==> config.mk <==
export PLATFORM = sky130hd
export DESIGN_NAME = seq_detector_param
export DESIGN_NICKNAME = d
export VERILOG_FILES = /design/src/rtl/seq_det_pkg.sv /design/src/rtl/seq_detector_param.sv
export SDC_FILE = /design/constraint.sdc
export NUM_CORES = 1
export LEC_CHECK = 0
export ABC_AREA = 1
export BUFFER_PORTS_ARGS = -buffer_cell sky130_fd_sc_hd__buf_2
export CAP_MARGIN = 30
export CORE_AREA = 2 2 39 41
export CTS_CLUSTER_DIAMETER = 80
export DETAILED_ROUTE_END_ITERATION = 7
export DIE_AREA = 0 0 41 43
export SLEW_MARGIN = 20
export SYNTH_ARGS = -nofsm -noshare
export SYNTH_HDL_FRONTEND = slang
export SYNTH_SLANG_ARGS = --single-unit
==> constraint.sdc <==
create_clock -name clk_i -period 3 [get_ports clk_i]
set_input_delay 0.15 -clock clk_i [delete_from_list [all_inputs] [get_ports clk_i]]
set_output_delay 0.15 -clock clk_i [all_outputs]
set_load 0.01 [all_outputs]
==> src/rtl/seq_det_pkg.sv <==
// Shared helpers for the serial pattern detector: arrival-order pattern view,
// KMP failure table and state-width helper, all evaluated at elaboration.
package seq_det_pkg;

    localparam int MAX_LEN = 32;

    typedef logic [MAX_LEN:0][5:0] fail_arr_t;

    function automatic int state_w(input int len);
        return $clog2(len + 1);
    endfunction

    // Bit i of the result is the i-th bit received (pattern MSB lands in bit 0).
    function automatic logic [63:0] pat_seq(input logic [31:0] pattern, input int len);
        logic [63:0] s;
        s = '0;
        for (int i = 0; i < len; i++) begin
            s = s | (64'((pattern >> (len - 1 - i)) & 32'd1) << i);
        end
        return s;
    endfunction

    // f[i] = length of the longest proper prefix of the first i pattern bits
    // that is also a suffix of them.
    function automatic fail_arr_t fail_table(input logic [31:0] pattern, input int len);
        fail_arr_t   f;
        logic [63:0] s;
        logic [5:0]  k;
        logic [5:0]  len6;
        f    = '0;
        s    = pat_seq(pattern, len);
        k    = 6'd0;
        len6 = 6'(len);
        for (logic [5:0] i = 6'd1; i < len6; i++) begin
            for (int j = 0; j < MAX_LEN; j++) begin
                if (k != 6'd0 && s[i] != s[k]) k = f[k];
            end
            if (s[i] == s[k]) k = k + 6'd1;
            f[i + 6'd1] = k;
        end
        return f;
    endfunction

endpackage

==> src/rtl/seq_detector_param.sv <==
// Parametrised serial pattern detector (KMP prefix tracking, registered match pulse).
// Optional saturating match counter enabled by defining SEQ_DET_MATCH_COUNT_EN.
module seq_detector_param
    import seq_det_pkg::*;
#(
    parameter int             LEN     = 4,
    parameter logic [LEN-1:0] PATTERN = 4'b0110,
    parameter bit             OVERLAP = 1'b1,
    parameter int             CNT_W   = 8
) (
    input  logic                              clk_i,
    input  logic                              reset_i,
    input  logic                              clr_i,
    input  logic                              in_valid_i,
    input  logic                              in_i,
    output logic                              match_o,
    output logic [seq_det_pkg::state_w(LEN)-1:0] current_o
`ifdef SEQ_DET_MATCH_COUNT_EN
    ,
    output logic [CNT_W-1:0]                  match_count_o
`endif
);

    localparam int          STATE_W = state_w(LEN);
    localparam logic [63:0] PAT_SEQ = pat_seq(32'(PATTERN), LEN);
    localparam fail_arr_t   FAIL    = fail_table(32'(PATTERN), LEN);
    localparam logic [5:0]  LEN6    = 6'(LEN);

    if (LEN < 2 || LEN > MAX_LEN || CNT_W < 1) begin : g_bad_param
        $error("seq_detector_param: LEN must be 2..32 and CNT_W >= 1");
    end

    logic [STATE_W-1:0] current_q, current_d;
    logic               match_q, match_d;
    logic [5:0]         k;
    logic               done;

    always_comb begin
        current_d = current_q;
        match_d   = 1'b0;
        k         = 6'(current_q);
        done      = 1'b0;
        if (clr_i) begin
            current_d = '0;
        end else if (in_valid_i) begin
            // Fail-chain walk; each iteration either extends, stops at 0, or shortens k.
            for (int j = 0; j <= MAX_LEN; j++) begin
                if (!done) begin
                    if (in_i == PAT_SEQ[k]) begin
                        k    = k + 6'd1;
                        done = 1'b1;
                    end else if (k == 6'd0) begin
                        done = 1'b1;
                    end else begin
                        k = FAIL[k];
                    end
                end
            end
            if (k == LEN6) begin
                match_d   = 1'b1;
                current_d = OVERLAP ? STATE_W'(FAIL[LEN6]) : '0;
            end else begin
                current_d = STATE_W'(k);
            end
        end
    end

    always_ff @(posedge clk_i or posedge reset_i) begin
        if (reset_i) begin
            current_q <= '0;
            match_q   <= 1'b0;
        end else begin
            current_q <= current_d;
            match_q   <= match_d;
        end
    end

    assign match_o   = match_q;
    assign current_o = current_q;

`ifdef SEQ_DET_MATCH_COUNT_EN
    logic [CNT_W-1:0] cnt_q, cnt_d;

    always_comb begin
        cnt_d = cnt_q;
        if (clr_i) begin
            cnt_d = '0;
        end else if (match_d && cnt_q != '1) begin
            cnt_d = cnt_q + CNT_W'(1);
        end
    end

    always_ff @(posedge clk_i or posedge reset_i) begin
        if (reset_i) cnt_q <= '0;
        else         cnt_q <= cnt_d;
    end

    assign match_count_o = cnt_q;
`endif

endmodule
==> results of run 1 <==
==> routing by layer <==
metal / part of all wire (%) / GRT usage, % / up-vias
met1: 46 / 18.30 / 243
met2: 50 / 23.75 / 10
li1: - / - / 295
met3: 1.9 / 1.571 / 3
met4: 1.9 / 8.000 / 0
met5: 0 / 0 / -
==> flip-flops by register name, indices dropped and copies added, names as in the netlist <==
register	count
match_o	1
current_o	3
==> worst min-delay path by stage <==
stage	from	end	slack (ps)	cells after the start
2_1_floorplan	reset_i	current_o[0]	-80	1
3_3_place_gp	reset_i	match_o	30	2
3_5_place_dp	reset_i	current_o[0]	30	2
4_1_cts	clr_i	match_o	100	2
5_1_grt	clr_i	match_o	110	2
6_report	clr_i	match_o	110	2
==> kinds of logic after synthesis <==
group,Yosys count,synth area share [%]
compound gates,9,12.50
fa+ha+maj,4,10.87
buf+inv,16,14.13
flops,4,21.74
simple gates,44,40.76
==> synth_stat cells <==
master / number / area, um^2
nor2_2: 1 / 6.260
nand4_1: 2 / 12.51
nand2_1: 26 / 97.59
nor3_1: 2 / 10.01
nand3_1: 6 / 30.03
o21a_1: 1 / 7.510
o221ai_1: 1 / 8.760
ha_1: 4 / 50.05
o21ai_2: 1 / 8.760
nor2_1: 5 / 18.77
nand2_2: 2 / 12.51
o21ai_0: 1 / 5.000
a21oi_1: 1 / 5.000
o21ai_1: 2 / 10.01
buf_2: 1 / 5.000
buf_4: 1 / 7.510
inv_1: 13 / 48.80
inv_2: 1 / 3.750
a31oi_1: 2 / 12.51
dfrtp_1: 4 / 100.1
==> repair_timing <==
action,CTS,global route
endpoints found under the setup margin,0,3
buffers inserted,0,4
hold endpoints to repair,4,0
hold buffers,1,0
gates resized for setup,0,10
==> stage by stage <==
stage	std cells	setup TNS (ps)	utilization, %	worst slack [ps]	hold slack [ps]
global placement	108	0	44.30	123.2	28.69
global route	117	-35.32	52.17	-19.88	109.7
finish	117	0	52.17	164.3	107.6
CTS	113	0	46.93	45.14	99.24
detailed placement	108	0	44.30	85.09	32.54
floorplan	77	0	-	5.631	-83.99
==> placed cells by master (no fill, tap or decap) <==
master         instances
a21oi_1                1
buf_4                 13
nand3_1                5
dlygate4sd3_1          1
a31oi_2                1
ha_1                   1
o21a_1                 1
nand4_1                2
inv_2                  5
o221ai_2               1
dfrtp_1                3
nand2_1               22
dfrtp_2                1
inv_1                  9
ha_4                   3
clkbuf_4               3
nor3_1                 2
nor2_1                 5
a31oi_1                1
nand2_4                1
buf_2                  8
nand2_2                5
nor2_4                 1
nand3_2                1
o21ai_1                2
clkbuf_1               1
o21ai_2                2
==> area by class of cell <==
cell class,instances,area (um^2),share of cell area (%)
Sequential cell,4,101.3,14.04
Tap cell,16,20.02,2.773
Inverter,14,52.55,7.279
Multi-Input combinational cell,57,374.1,51.82
Timing Repair Buffer,22,147.6,20.45
Clock buffer,4,26.28,3.640
==> key figures, run 1 <==
GRT
  • Total Routing Usage GR: roughly 15%
  • Initial antenna violation count: 0
  • First-pass GRT wire length: ~1.8 mm
  • Congestion Overflow GR: 0
  • Vias in the first global route: 493
  • Largest net degree at the start of global routing: 7

Placement
  • I/O Buffers: 8
  • Placement Cell Area: 613.1 um^2
  • GP Congestion: around 0.73
  • Dpl hpwl: 898.9 um

Drt
  • Drt total wl: between 1 and 1.5 mm
  • Via Count: 551
  • Via density: between 4 and 5
  • Routed WL per cell: 10.30 um
  • Initial drt markers: 8
  • Final ANT Viol Nets: 0
  • Drt pass-1 iters: 4
  • Remaining DRCs: 0

Critical path
  • Critical-path cell list: inv_2 > ha_4 > nand2_1 > nand2_2 > nand2_4 > nor2_4 > inv_1 > o221ai_2 > inv_2 > ha_4 > nand2_1 > nand2_2 > nand2_2 > a31oi_2 > inv_1 > ha_4 > nand3_1 > nand2_1 > nand2_2 > nand2_1 > nand2_1 > nand4_1 > nand2_1
  • CP most frequent cell: nand2_1
  • Reg-to-reg setup timing slack: 160 ps
  • Buf+Inv Stages, Crit Path: 4
  • RR Endpoint: current_o[2]
  • Crit path DAT: between 2000 and 3000 ps
  • Crit path launch: current_o[0]
  • R2r startpoint: current_o[0]
  • Critical Path Max Stage Delay: 360 ps
  • Startpoint types: flop
  • Worst Setup End Kind: flop
  • CP required: between 3000 and 4000 ps
  • CP max-delay cell: dfrtp_1
  • Crit path to: current_o[2]
  • Worst reg-to-reg path cell count: 23
  • Worst path depth: 23
  • Crit-path leading delay family: simple AND/OR/NAND/NOR gates
  • CP Class: flop to flop
  • Maximum fanout along the worst path: 6

Synthesis
  • Distinct cell type count after synthesis: 20
  • Seq/Total Area, Yosys: a little over a fifth
  • Mapped Cells: between 70 and 80
  • Syn nets: 86
  • Syn avg cell area: about 6.0 um^2
  • Seq cells post-synth: 4
  • Synth warnings: 0
  • Post-synthesis cell area: 460.4 um^2

CTS
  • CTS tree: built
  • Inserted Clock Buffers: 3
  • Clk slew on worst S/H paths: 50 ps
  • Clk root buf: clkbuf_4
  • H-tree levels: 1
  • Later-pin clock latency in the skew report: ~250 ps
  • Clock Path Buffers: 2
  • Clock sinks: 4

Timing
  • Final Cycle Share: between 90% and 100%
  • Final setup fails: 0
  • Final hold vios: 0
  • Max Freq: between 300 and 400 MHz
  • Min Clock Period, post-route: roughly 2800 ps
  • Max-slew headroom: between 70% and 80%
  • Max Slew Vio Count: 0
  • Worst slew pin tran: ~340 ps
  • Worst Clk Skew: roughly 13 ps

Cells and area
  • Area Overhead vs Synth: 56.79%
  • N_diodes: 0
  • Fin area: approximately 720 um^2
  • Fill cells: 142
  • Fin nets: 111
  • Layout cell share with drive strength beyond 1: between 40% and 50%

Floorplan
  • Die height: 43 um
  • Starting Density: between 30% and 40%
  • IO Count: 9
  • Die area: roughly 1800 um^2
  • Die Wd: 41 um
  • Core area: about 1400 um^2
  • FP Rows: 14

Status
  • Outcome: finished clean

Worst hold path
  • HP Class: input port to flop

Run
  • Max Cap Violations: 0
Power of run 1 is left out: the tool's default activity adds up to more than one toggle a clock period on the data nets, which glitch-free logic cannot reach.
==> inputs of run 2 (changes only) <==
Settings changed: CORE_AREA 2 2 39 41 to default, CORE_ASPECT_RATIO from default to 1.2, CORE_MARGIN from default to 2, CORE_UTILIZATION from default to 25, DIE_AREA 0 0 41 43 to default.
==> run 2 against run 1 <==
Net effect:
- first-iteration DRC count rose to 2.9 times the previous value
- routed wire length up 5.8%
- core utilization down 11 points
- critical path depth unchanged
- hold slack better by 7.1 ps
- final cell count up 2.6%
- maximum frequency up 0.86%
- global-route usage down 2.9 points
- via count up 0.91%
- count of clock-buffer cells in the layout unchanged
==> key figures, run 2 (synthesized netlist as in run 1, its figures left out) <==
Placement
  • I/O Buffers: 8
  • GP Congestion: roughly 0.81
  • Dpl hpwl: about 950 um
  • Placement Cell Area: approximately 600 um^2

Timing
  • Final setup fails: 0
  • Final Cycle Share: approximately 94%
  • Final hold vios: 0
  • Worst Clk Skew: between 6 and 7 ps
  • Max-slew headroom: about 80%
  • Max Freq: about 360 MHz
  • Min Clock Period, post-route: 2811 ps
  • Max Slew Vio Count: 0
  • Worst slew pin tran: about 320 ps

Critical path
  • Maximum fanout along the worst path: 5
  • Worst Setup End Kind: flop
  • RR Endpoint: current_o[0]
  • CP required: between 3000 and 4000 ps
  • Startpoint types: flop
  • CP Class: flop to flop
  • Crit path DAT: around 3000 ps
  • Worst reg-to-reg path cell count: 23
  • R2r startpoint: current_o[1]
  • Reg-to-reg setup timing slack: about 190 ps

Cells and area
  • Max reg flops: 3
  • Area occupied by multi-input gates: ~380 um^2
  • N_diodes: 0
  • Fin nets: roughly 110
  • Fin area: a little over 700 um^2
  • Fill cells: about 200
  • Area Overhead vs Synth: 57.88%
  • Commonest cells after routing, fill and taps aside: 23 x nand2_1, 13 x buf_4, 8 x inv_1, 8 x buf_2
  • Layout cell share with drive strength beyond 1: roughly 44%
  • Storage cell area: about 100 um^2
  • Commonest non-fill, non-tap cell in the layout: nand2_1

Floorplan
  • FP Rows: 17
  • Core area: about 1800 um^2
  • IO Count: 9
  • Die height: about 51 um
  • Die Wd: between 40 and 50 um
  • Die area: about 2200 um^2
  • Starting Density: roughly a quarter

CTS
  • H-tree levels: 1
  • Clk root buf: clkbuf_4
  • CTS tree: built
  • Clk slew on worst S/H paths: 40 ps
  • Later-pin clock latency in the skew report: 230 ps
  • Clock Path Buffers: 2
  • Clock sinks: 4
  • Inserted Clock Buffers: 3

Run
  • Max Cap Violations: 0

Worst hold path
  • Min-delay src: clr_i
  • WHS Endpoint: match_o
  • Cells on Worst Hold Path: 2
  • HP Class: input port to flop

Drt
  • Initial drt markers: 23
  • Routed WL per cell: 10.63 um
  • Final ANT Viol Nets: 0
  • Drt pass-1 iters: 4
  • Via density: around 4.6
  • Drt total wl: about 1.3 mm
  • Remaining DRCs: 0
  • Via Count: ~560

Status
  • Outcome: finished clean

GRT
  • Largest net degree at the start of global routing: 7
  • Initial antenna violation count: 0
  • Congestion Overflow GR: 0
  • Total Routing Usage GR: a little under an eighth
  • First-pass GRT wire length: 2.014 mm
  • Vias in the first global route: 498
## run 2: worst max-delay path, cell delays in order (launching register included)
cell	delay, ps
dfrtp_2	350
inv_2	50
ha_4	270
nand2_1	70
nand2_2	80
nand2_4	80
nor2_4	90
inv_1	50
o221ai_2	70
inv_2	80
ha_4	270
nand2_1	70
nand2_2	100
nand2_2	70
a31oi_4	170
inv_1	90
ha_4	270
nand3_1	70
nand2_1	60
nand2_1	70
nand2_2	70
nand3_1	70
nand2_1	60
o21ai_1	50
## run 2: metrics by stage
step                      setup slack, ps  instances  hold slack (ps)  util, %  setup TNS, ps
after global placement              130.3        109            27.67    33.68              0
after detailed placement            60.88        109            30.75    33.68              0
after CTS                           30.48        114            108.3    35.71              0
after global routing               -44.34        120            116.2    40.69         -96.97
final                               188.6        120            114.7    40.69              0
after floorplan                     5.631         77           -83.99        -              0
## run 2: final cells by class
class / instances / share of cell area [%]
Inverter: 14 / 7.229
Sequential cell: 4 / 13.94
Tap cell: 19 / 3.270
Timing Repair Buffer: 22 / 20.31
Clock buffer: 4 / 3.614
Multi-Input combinational cell: 57 / 51.64
## run 2: repair_timing
action	in CTS	in global routing
hold buffers	1	0
setup endpoints to repair	0	3
endpoints found under the hold margin	4	0
buffers inserted	0	6
resized for setup	0	10
## run 2: worst max path at each step
stage                         to  slack, ps    startpoint  cells after the start
global placement    current_o[2]        130  current_o[0]                     22
global route        current_o[0]        -40  current_o[0]                     24
detailed placement  current_o[0]         60  current_o[0]                     22
finish              current_o[0]        190  current_o[1]                     23
CTS                 current_o[0]         30  current_o[1]                     22
floorplan           current_o[0]          6  current_o[0]                     25
## run 2: routing by layer
| layer | track usage, % | vias to the layer above | part of all wire, % |
|---|---|---|---|
| li1 | - | 291 | - |
| met1 | 14.99 | 245 | 45 |
| met2 | 19.15 | 20 | 51 |
| met3 | 2.120 | 0 | 3.8 |
| met4 | 6.061 | 0 | 0 |
| met5 | 0 | - | 0 |
Power of run 2 is left out for the same reason.
